==> src/rtl/control_seq_pkg.sv <==
// Shared types and constants for the control_seq sequencer.
// IR layout, MSB first: {carry-in bit, dest, subtract bit, source}.
package control_pkg;

  typedef enum logic [1:0] {
    FETCH = 2'd0,
    EXEC  = 2'd1,
    HALT  = 2'd2
  } state_e;

  localparam int DEST_PC  = 1;
  localparam int DEST_MEM = 5;
  localparam int SRC_ROM  = 0;
  localparam int SRC_RAM  = 5;

  function automatic int ir_width(
    input int db,
    input int sb
  );
    return db + sb + 2;
  endfunction

  function automatic int src_lsb();
    return 0;
  endfunction

  function automatic int sub_pos(input int sb);
    return sb;
  endfunction

  function automatic int dest_lsb(input int sb);
    return sb + 1;
  endfunction

  function automatic int cin_pos(
    input int db,
    input int sb
  );
    return db + sb + 1;
  endfunction

endpackage

==> src/rtl/control_seq_if.sv <==
// Bus/handshake bundle between the sequencer and the nic8 datapath.
// stepGo only exists when CONTROL_SINGLE_STEP_EN is defined.
interface control_seq_if
  import control_pkg::*;
#(
  parameter int DEST_BITS = 3,
  parameter int SRC_BITS  = 3
);

  localparam int IR_W = ir_width(DEST_BITS, SRC_BITS);
  localparam int NL   = 2 ** DEST_BITS;
  localparam int NA   = 2 ** SRC_BITS;

  logic [IR_W-1:0] irData;
  logic            aIsZero;
  logic            flagCarry;
  logic            memReady;
`ifdef CONTROL_SINGLE_STEP_EN
  logic            stepGo;
`endif

  logic [IR_W-1:0] ir;
  logic            fetch;
  logic            pcIncr;
  logic [NL-1:0]   loadBar;
  logic [NA-1:0]   assertBar;
  logic            memReq;
  logic            doSubtract;
  logic            doCarryIn;
  logic            doJumpBar;
  logic            halted;

  modport master (
`ifdef CONTROL_SINGLE_STEP_EN
    input  stepGo,
`endif
    input  irData,
    input  aIsZero,
    input  flagCarry,
    input  memReady,
    output ir,
    output fetch,
    output pcIncr,
    output loadBar,
    output assertBar,
    output memReq,
    output doSubtract,
    output doCarryIn,
    output doJumpBar,
    output halted
  );

  modport slave (
`ifdef CONTROL_SINGLE_STEP_EN
    output stepGo,
`endif
    output irData,
    output aIsZero,
    output flagCarry,
    output memReady,
    input  ir,
    input  fetch,
    input  pcIncr,
    input  loadBar,
    input  assertBar,
    input  memReq,
    input  doSubtract,
    input  doCarryIn,
    input  doJumpBar,
    input  halted
  );

endinterface

==> src/rtl/control_seq_decoder.sv <==
// N-to-2**N one-hot decoder with active-low outputs and enable.
module onehot_low_decoder #(
  parameter int N = 3
) (
  input  logic [N-1:0]      sel_i,
  input  logic              en_i,
  output logic [2**N-1:0]   out_o
);

  always_comb begin
    out_o = '1;
    if (en_i) out_o[sel_i] = 1'b0;
  end

endmodule

==> src/rtl/control_seq.sv <==
// nic8 multi-cycle control sequencer: FETCH / EXEC / HALT.
// Optional CONTROL_SINGLE_STEP_EN adds stepGo to gate FETCH.
module control_seq
  import control_pkg::*;
#(
  parameter int DEST_BITS = 3,
  parameter int SRC_BITS  = 3
) (
  input  logic          clk,
  input  logic          reset,
  control_seq_if.master bus
);

  localparam int IR_W = ir_width(DEST_BITS, SRC_BITS);
  localparam int D_LO = dest_lsb(SRC_BITS);
  localparam int S_LO = src_lsb();
  localparam int B3   = sub_pos(SRC_BITS);
  localparam int B7   = cin_pos(DEST_BITS, SRC_BITS);

  localparam logic [DEST_BITS-1:0] D_PC  = DEST_BITS'(DEST_PC);
  localparam logic [DEST_BITS-1:0] D_MEM = DEST_BITS'(DEST_MEM);
  localparam logic [SRC_BITS-1:0]  S_ROM = SRC_BITS'(SRC_ROM);
  localparam logic [SRC_BITS-1:0]  S_RAM = SRC_BITS'(SRC_RAM);

  state_e          state_q, state_d;
  logic [IR_W-1:0] ir_q, ir_d;
  logic            fetch_q;
  logic            halted_q;

  logic [DEST_BITS-1:0] dest;
  logic [SRC_BITS-1:0]  src;
  logic                 b3;
  logic                 b7;
  logic                 go;
  logic                 in_exec;
  logic                 mem_acc;
  logic                 complete;
  logic                 is_jump;
  logic                 take;
  logic                 is_halt;
  logic                 ld_en;

  assign dest = ir_q[D_LO +: DEST_BITS];
  assign src  = ir_q[S_LO +: SRC_BITS];
  assign b3   = ir_q[B3];
  assign b7   = ir_q[B7];

`ifdef CONTROL_SINGLE_STEP_EN
  assign go = bus.stepGo;
`else
  assign go = 1'b1;
`endif

  assign in_exec  = (state_q == EXEC);
  assign mem_acc  = (src == S_RAM) | (dest == D_MEM);
  // Memory instructions complete on the first cycle with memReady high.
  assign complete = in_exec & (~mem_acc | bus.memReady);
  assign is_jump  = (dest == D_PC);
  assign take     = (~b3 | bus.aIsZero) & (~b7 | bus.flagCarry);
  assign is_halt  = (&dest) & (&src);
  assign ld_en    = complete & (~is_jump | take);

  always_comb begin
    state_d = state_q;
    ir_d    = ir_q;
    unique case (state_q)
      FETCH: begin
        if (go) begin
          state_d = EXEC;
          ir_d    = bus.irData;
        end
      end
      EXEC: begin
        if (complete) state_d = is_halt ? HALT : FETCH;
      end
      HALT:    state_d = HALT;
      default: state_d = FETCH;
    endcase
  end

  always_ff @(posedge clk or posedge reset) begin
    if (reset) begin
      state_q  <= FETCH;
      ir_q     <= '0;
      fetch_q  <= 1'b1;
      halted_q <= 1'b0;
    end else begin
      state_q  <= state_d;
      ir_q     <= ir_d;
      fetch_q  <= (state_d == FETCH);
      halted_q <= (state_d == HALT);
    end
  end

  onehot_low_decoder #(.N(DEST_BITS)) u_ld_dec (
    .sel_i (dest),
    .en_i  (ld_en),
    .out_o (bus.loadBar)
  );

  onehot_low_decoder #(.N(SRC_BITS)) u_as_dec (
    .sel_i (src),
    .en_i  (in_exec),
    .out_o (bus.assertBar)
  );

  // pcIncr is forced low while reset is held, not just after the edge.
  assign bus.pcIncr = ~reset &
                      ((fetch_q & go) | (complete & (src == S_ROM)));

  assign bus.ir         = ir_q;
  assign bus.fetch      = fetch_q;
  assign bus.halted     = halted_q;
  assign bus.memReq     = in_exec & mem_acc;
  assign bus.doJumpBar  = ~(complete & is_jump & take);
  assign bus.doSubtract = b3;
  assign bus.doCarryIn  = b7;

endmodule

==> src/flat_wrapper.sv <==
// flat-port wrapper written by rule: the top's interface ports become plain ports
module control_seq_flat import control_pkg::*;
#(
  parameter int DEST_BITS = 3,
  parameter int SRC_BITS  = 3
)
  (clk, reset, bus_irData, bus_aIsZero, bus_flagCarry, bus_memReady, bus_ir, bus_fetch, bus_pcIncr, bus_loadBar, bus_assertBar, bus_memReq, bus_doSubtract, bus_doCarryIn, bus_doJumpBar, bus_halted);
  control_seq_if #(.DEST_BITS(DEST_BITS), .SRC_BITS(SRC_BITS)) bus_i ();
  input  logic clk;
  input  logic reset;
  input wire logic [$bits(bus_i.irData)-1:0] bus_irData;
  input wire logic [$bits(bus_i.aIsZero)-1:0] bus_aIsZero;
  input wire logic [$bits(bus_i.flagCarry)-1:0] bus_flagCarry;
  input wire logic [$bits(bus_i.memReady)-1:0] bus_memReady;
  output wire logic [$bits(bus_i.ir)-1:0] bus_ir;
  output wire logic [$bits(bus_i.fetch)-1:0] bus_fetch;
  output wire logic [$bits(bus_i.pcIncr)-1:0] bus_pcIncr;
  output wire logic [$bits(bus_i.loadBar)-1:0] bus_loadBar;
  output wire logic [$bits(bus_i.assertBar)-1:0] bus_assertBar;
  output wire logic [$bits(bus_i.memReq)-1:0] bus_memReq;
  output wire logic [$bits(bus_i.doSubtract)-1:0] bus_doSubtract;
  output wire logic [$bits(bus_i.doCarryIn)-1:0] bus_doCarryIn;
  output wire logic [$bits(bus_i.doJumpBar)-1:0] bus_doJumpBar;
  output wire logic [$bits(bus_i.halted)-1:0] bus_halted;
  assign bus_i.irData = bus_irData;
  assign bus_i.aIsZero = bus_aIsZero;
  assign bus_i.flagCarry = bus_flagCarry;
  assign bus_i.memReady = bus_memReady;
  assign bus_ir = bus_i.ir;
  assign bus_fetch = bus_i.fetch;
  assign bus_pcIncr = bus_i.pcIncr;
  assign bus_loadBar = bus_i.loadBar;
  assign bus_assertBar = bus_i.assertBar;
  assign bus_memReq = bus_i.memReq;
  assign bus_doSubtract = bus_i.doSubtract;
  assign bus_doCarryIn = bus_i.doCarryIn;
  assign bus_doJumpBar = bus_i.doJumpBar;
  assign bus_halted = bus_i.halted;
  control_seq #(.DEST_BITS(DEST_BITS), .SRC_BITS(SRC_BITS)) u_core (.clk(clk), .reset(reset), .bus(bus_i));
endmodule
==> config.mk <==
export PLATFORM = sky130hd
export DESIGN_NAME = control_seq_flat
export DESIGN_NICKNAME = d
export VERILOG_FILES = /design/src/rtl/control_seq_pkg.sv /design/src/rtl/control_seq_if.sv /design/src/rtl/control_seq_decoder.sv /design/src/rtl/control_seq.sv /design/src/flat_wrapper.sv
export SDC_FILE = /design/constraint.sdc
export NUM_CORES = 1
export LEC_CHECK = 0
export CORE_MARGIN = 3
export CORE_UTILIZATION = 33
export CTS_CLUSTER_DIAMETER = 50
export DETAILED_ROUTE_END_ITERATION = 6
export PLACE_DENSITY = 0.76
export SLEW_MARGIN = 20
export SYNTH_ARGS = -nofsm -noshare
export SYNTH_HDL_FRONTEND = slang
export SYNTH_HIERARCHICAL = 1
export SYNTH_SLANG_ARGS = --single-unit
export TNS_END_PERCENT = 100
==> constraint.sdc <==
create_clock -name clk -period 1.6 [get_ports clk]
set_input_delay 0.32 -clock clk [delete_from_list [all_inputs] [get_ports clk]]
set_output_delay 0.32 -clock clk [all_outputs]
set_load 0.1 [all_outputs]
==> results of run 1 <==
[cells in the mapped netlist]
| cell | count | area share |
|---|---|---|
| a21oi_1 | 1 | 0.0069 |
| a21boi_0 | 1 | 0.010 |
| o22ai_1 | 2 | 0.017 |
| and3_2 | 1 | 0.010 |
| nand4_1 | 3 | 0.026 |
| mux2_2 | 8 | 0.12 |
| nor2_4 | 1 | 0.015 |
| a32o_1 | 1 | 0.014 |
| a21o_1 | 1 | 0.010 |
| nand3b_1 | 2 | 0.021 |
| o221a_1 | 1 | 0.015 |
| buf_4 | 2 | 0.021 |
| inv_1 | 2 | 0.010 |
| or4b_1 | 2 | 0.027 |
| nor4_1 | 1 | 0.0086 |
| nand4b_1 | 6 | 0.072 |
| dfstp_2 | 1 | 0.036 |
| nor3b_1 | 2 | 0.021 |
| nand3_1 | 3 | 0.021 |
| nor2b_1 | 2 | 0.017 |
| nand4bb_1 | 6 | 0.093 |
| nor2b_4 | 1 | 0.019 |
| o21ai_0 | 1 | 0.0069 |
| dfrtp_1 | 11 | 0.38 |
[logic make-up after synthesis]
family                 count (synthesis)
muxes                                  8
DFF                                   12
and+or+nand+nor                       30
AOI/OAI and AO/OA                      8
buffers and inverters                  4
[timing repair]
action | CTS
endpoints found under the setup margin | 19
gates cloned | 1
setup buffers | 7
pin swaps | 10
resized for setup | 22
[metrics by stage]
step           utilization  TNS, ps
4_1_cts              0.946    -6980
3_5_place_dp         0.829    -4440
3_3_place_gp         0.829    -3760
2_1_floorplan            -   -10580
==> run metrics, run 1 <==
Fail Step=global routing (5_1_grt); CTS buffer count=3; post-GRT worst EP=bus_loadBar[0]; pin count of the biggest net entering global routing=14; # clock sinks=12; GPL Wtd Cong=0.768; post-synthesis adder-cell area fraction=0; Seq/Total Area, Yosys=0.414; Netlist cell types=24; cts hold-fix bufs=0; CTS H-tree lvls=1; status=aborted with a tool error; Simple-Gate Fraction of Synth Area=0.351; initial antenna violation count=0; synthesized-area fraction occupied by ao, oa, aoi and oai cells=0.0808; post-synthesis register bit count=12; stop err=[ERROR DPL-0033] detailed placement checks failed during check placement.; Vert. Die Dim=~53 um; Chip Width=between 50 and 60 um; Net Count, Synth=75; Place WS=-628 ps; Placed Cells=~150; port bufs=43; XOR/XNOR Fraction of Synth Area=0; mux share of post-synthesis cell area=0.124; mean cell area of the mapped netlist=11.7 um^2; Detail Placement HPWL=2110 um; largest family of logic cells by synthesized area=simple AND/OR/NAND/NOR gates; maximum buffer depth of the clock tree=2; Initial Util=0.360; row cnt=16; cells after synthesis=62; root buf cell=clkbuf_4; worst_ep kind=primary output; Post-Syn Area=~730 um^2; yosys warns=6; IO Pins=44; Placed Area=1680 um^2
==> run 2, diff against run 1 <==
--- a/config.mk
+++ b/config.mk
@@ -5,11 +5,10 @@
 export SDC_FILE = /design/constraint.sdc
 export NUM_CORES = 1
 export LEC_CHECK = 0
-export CORE_MARGIN = 3
-export CORE_UTILIZATION = 33
-export CTS_CLUSTER_DIAMETER = 50
+export CORE_AREA = 3 3 64 66
 export DETAILED_ROUTE_END_ITERATION = 6
-export PLACE_DENSITY = 0.76
+export DIE_AREA = 0 0 67 69
+export PLACE_DENSITY_LB_ADDON = 0.15
 export SLEW_MARGIN = 20
 export SYNTH_ARGS = -nofsm -noshare
 export SYNTH_HDL_FRONTEND = slang
==> constraint.sdc (replaced) <==
create_clock -name clk -period 2.08 [get_ports clk]
set_input_delay 0.416 -clock clk [delete_from_list [all_inputs] [get_ports clk]]
set_output_delay 0.416 -clock clk [all_outputs]
set_load 0.1 [all_outputs]
==> run metrics, run 2 <==
GRT Total Usage=0.106; Net Count, Synth=between 70 and 80; Multi-input gate area=505 um^2; vias in the first global route=809; Synth area leader=dfrtp_1; FF/Latch Area=approximately 330 um^2; Seq/Total Area, Yosys=0.414; Vert. Die Dim=69 um; R2R Setup Slk=660 ps; highest-count cells in the layout ignoring fill and taps=buf_4, buf_12, clkdlybuf4s50_1; Post-Route Skew=1.73 ps; Starting DRT DRC Count=61; Die ar.=4620 um^2; antenna viol nets, final=0; synth top area cells=dfrtp_1, mux2_2, nand4bb_1; layout cell share with drive strength beyond 1=0.685; WL per Instance=13.5 um; Chip Width=67 um; Metal-1 WL=991 um; Final Max Slew Viols=0; fin nets=141; non-filler cells, final=175; initial antenna violation count=0; WP data arrival=1820 ps; WL final=2350 um; post-route setup slack=-155 ps; Hold Fails Final Rpt=0; Placed Cells=166; commonest non-fill, non-tap cell in the layout=buf_4; max reg flops=8; FMAX=around 450 MHz; cts hold-fix bufs=0; grt total ovfl=0; total of max-cap violations=0; setup violators final=9; RR Startpoint=u_core/bus.ir[5]; IO Pins=44; headroom to the max-slew limit=0.815; row cnt=22; Top FF cell, synth=dfrtp_1; Netlist cell types=24; failing checks=setup timing; ys async rst share=1.00; CP Launch Type=register; Detail Placement HPWL=1870 um; RSZ-0062 raised after global routing=true; WS Path Type=reg2out; port bufs=43; Tmin final=2230 ps; Initial Util=0.200; Worst Hold Class=in2async; GPL Wtd Cong=0.751; r2r endpoint=u_core/bus.fetch; critical path endpoint category=primary output; # clock sinks=12; Worst-Margin Slew=279 ps; mean cell area of the mapped netlist=about 12 um^2; period utilisation layout=1.07; met3 WL post-DR=approximately 79 um; CTS tree=done; maximum buffer depth of the clock tree=2; Clock Latency Late Sink=around 230 ps; Synth top area share=0.378; cells after synthesis=just over 60; met2 WL=1250 um; Via density=~4.5; drt first pass iters=5; Antenna Cells=0; Max Used Layer=met4; core area=3630 um^2; required time of the critical path=1660 ps; CTS buffer count=3; Syn-to-layout area delta=141%; root buf cell=clkbuf_8; via count=785; Post-synth EDFFs=0; count leader, synth=dfrtp_1; top cells by count, synth=dfrtp_1, mux2_2, nand4b_1, nand4bb_1; first-pass GRT wire length=3970 um; status=finished, violations left; CTS H-tree lvls=1; worst-path fanout max=4; Reg clk slew, reported paths=50 ps; residual DRC count=0; Post-Syn Area=approximately 730 um^2; pin count of the biggest net entering global routing=14; yosys warns=6; worst r2r path cells=5; post-synthesis register bit count=12; Fill cells=333
## run 2: cell counts after synthesis
No cell type changed its count.
## run 2: worst max-delay path by stage
stage,start,end
2_1_floorplan,u_core/bus.ir[1],bus_loadBar[3]
3_3_place_gp,bus_aIsZero,bus_loadBar[0]
3_5_place_dp,bus_flagCarry,bus_loadBar[0]
4_1_cts,u_core/bus.ir[2],bus_loadBar[0]
5_1_grt,u_core/bus.ir[2],bus_loadBar[0]
6_report,u_core/bus.ir[3],bus_loadBar[0]
## run 2: area by class of cell
cell class | count | share of cell area
Clock buffer | 4 | 0.0313
Multi-Input combinational cell | 46 | 0.288
Sequential cell | 12 | 0.186
Tap cell | 48 | 0.0342
Inverter | 2 | 0.00427
Timing Repair Buffer | 63 | 0.457
## run 2: logic make-up after synthesis
kind of cell | synth area share
flops | 0.414
simple gates | 0.350
mux | 0.124
buf+inv | 0.0309
compound gates | 0.0807
## run 2: critical path, cell delays in order (launching register included)
cell and delay (ps):
dfrtp_2 410, nor2b_2 180, o21ai_1 150, and3_4 190
or4b_4 470, buf_12 180
## run 2: per-stage QoR
step	TNS (ps)	worst slack [ps]	util	hold WS (ps)	area (um^2)
finish	-868	-155	0.484	543	1760
CTS	-1030	-166	0.477	549	1730
detailed placement	-1460	-346	0.438	538	1590
floorplan	-3640	-518	-	288	782
global placement	-1120	-306	0.438	532	1590
global route	-1580	-226	0.484	573	1760
## run 2: routing by layer
layer / vias to the layer above / GRT usage
met3: 4 / 0.00651
met4: 0 / 0.0338
met5: - / 0
met2: 15 / 0.176
met1: 385 / 0.145
li1: 381 / -
## run 2: repair_timing
action	CTS	global route
pin swaps	8	3
setup endpoints to repair	10	11
buffers inserted	4	1
gates resized for setup	13	3
Power of run 2 is left out: the tool's default activity adds up to more than one toggle a clock period on the data nets, which glitch-free logic cannot reach.
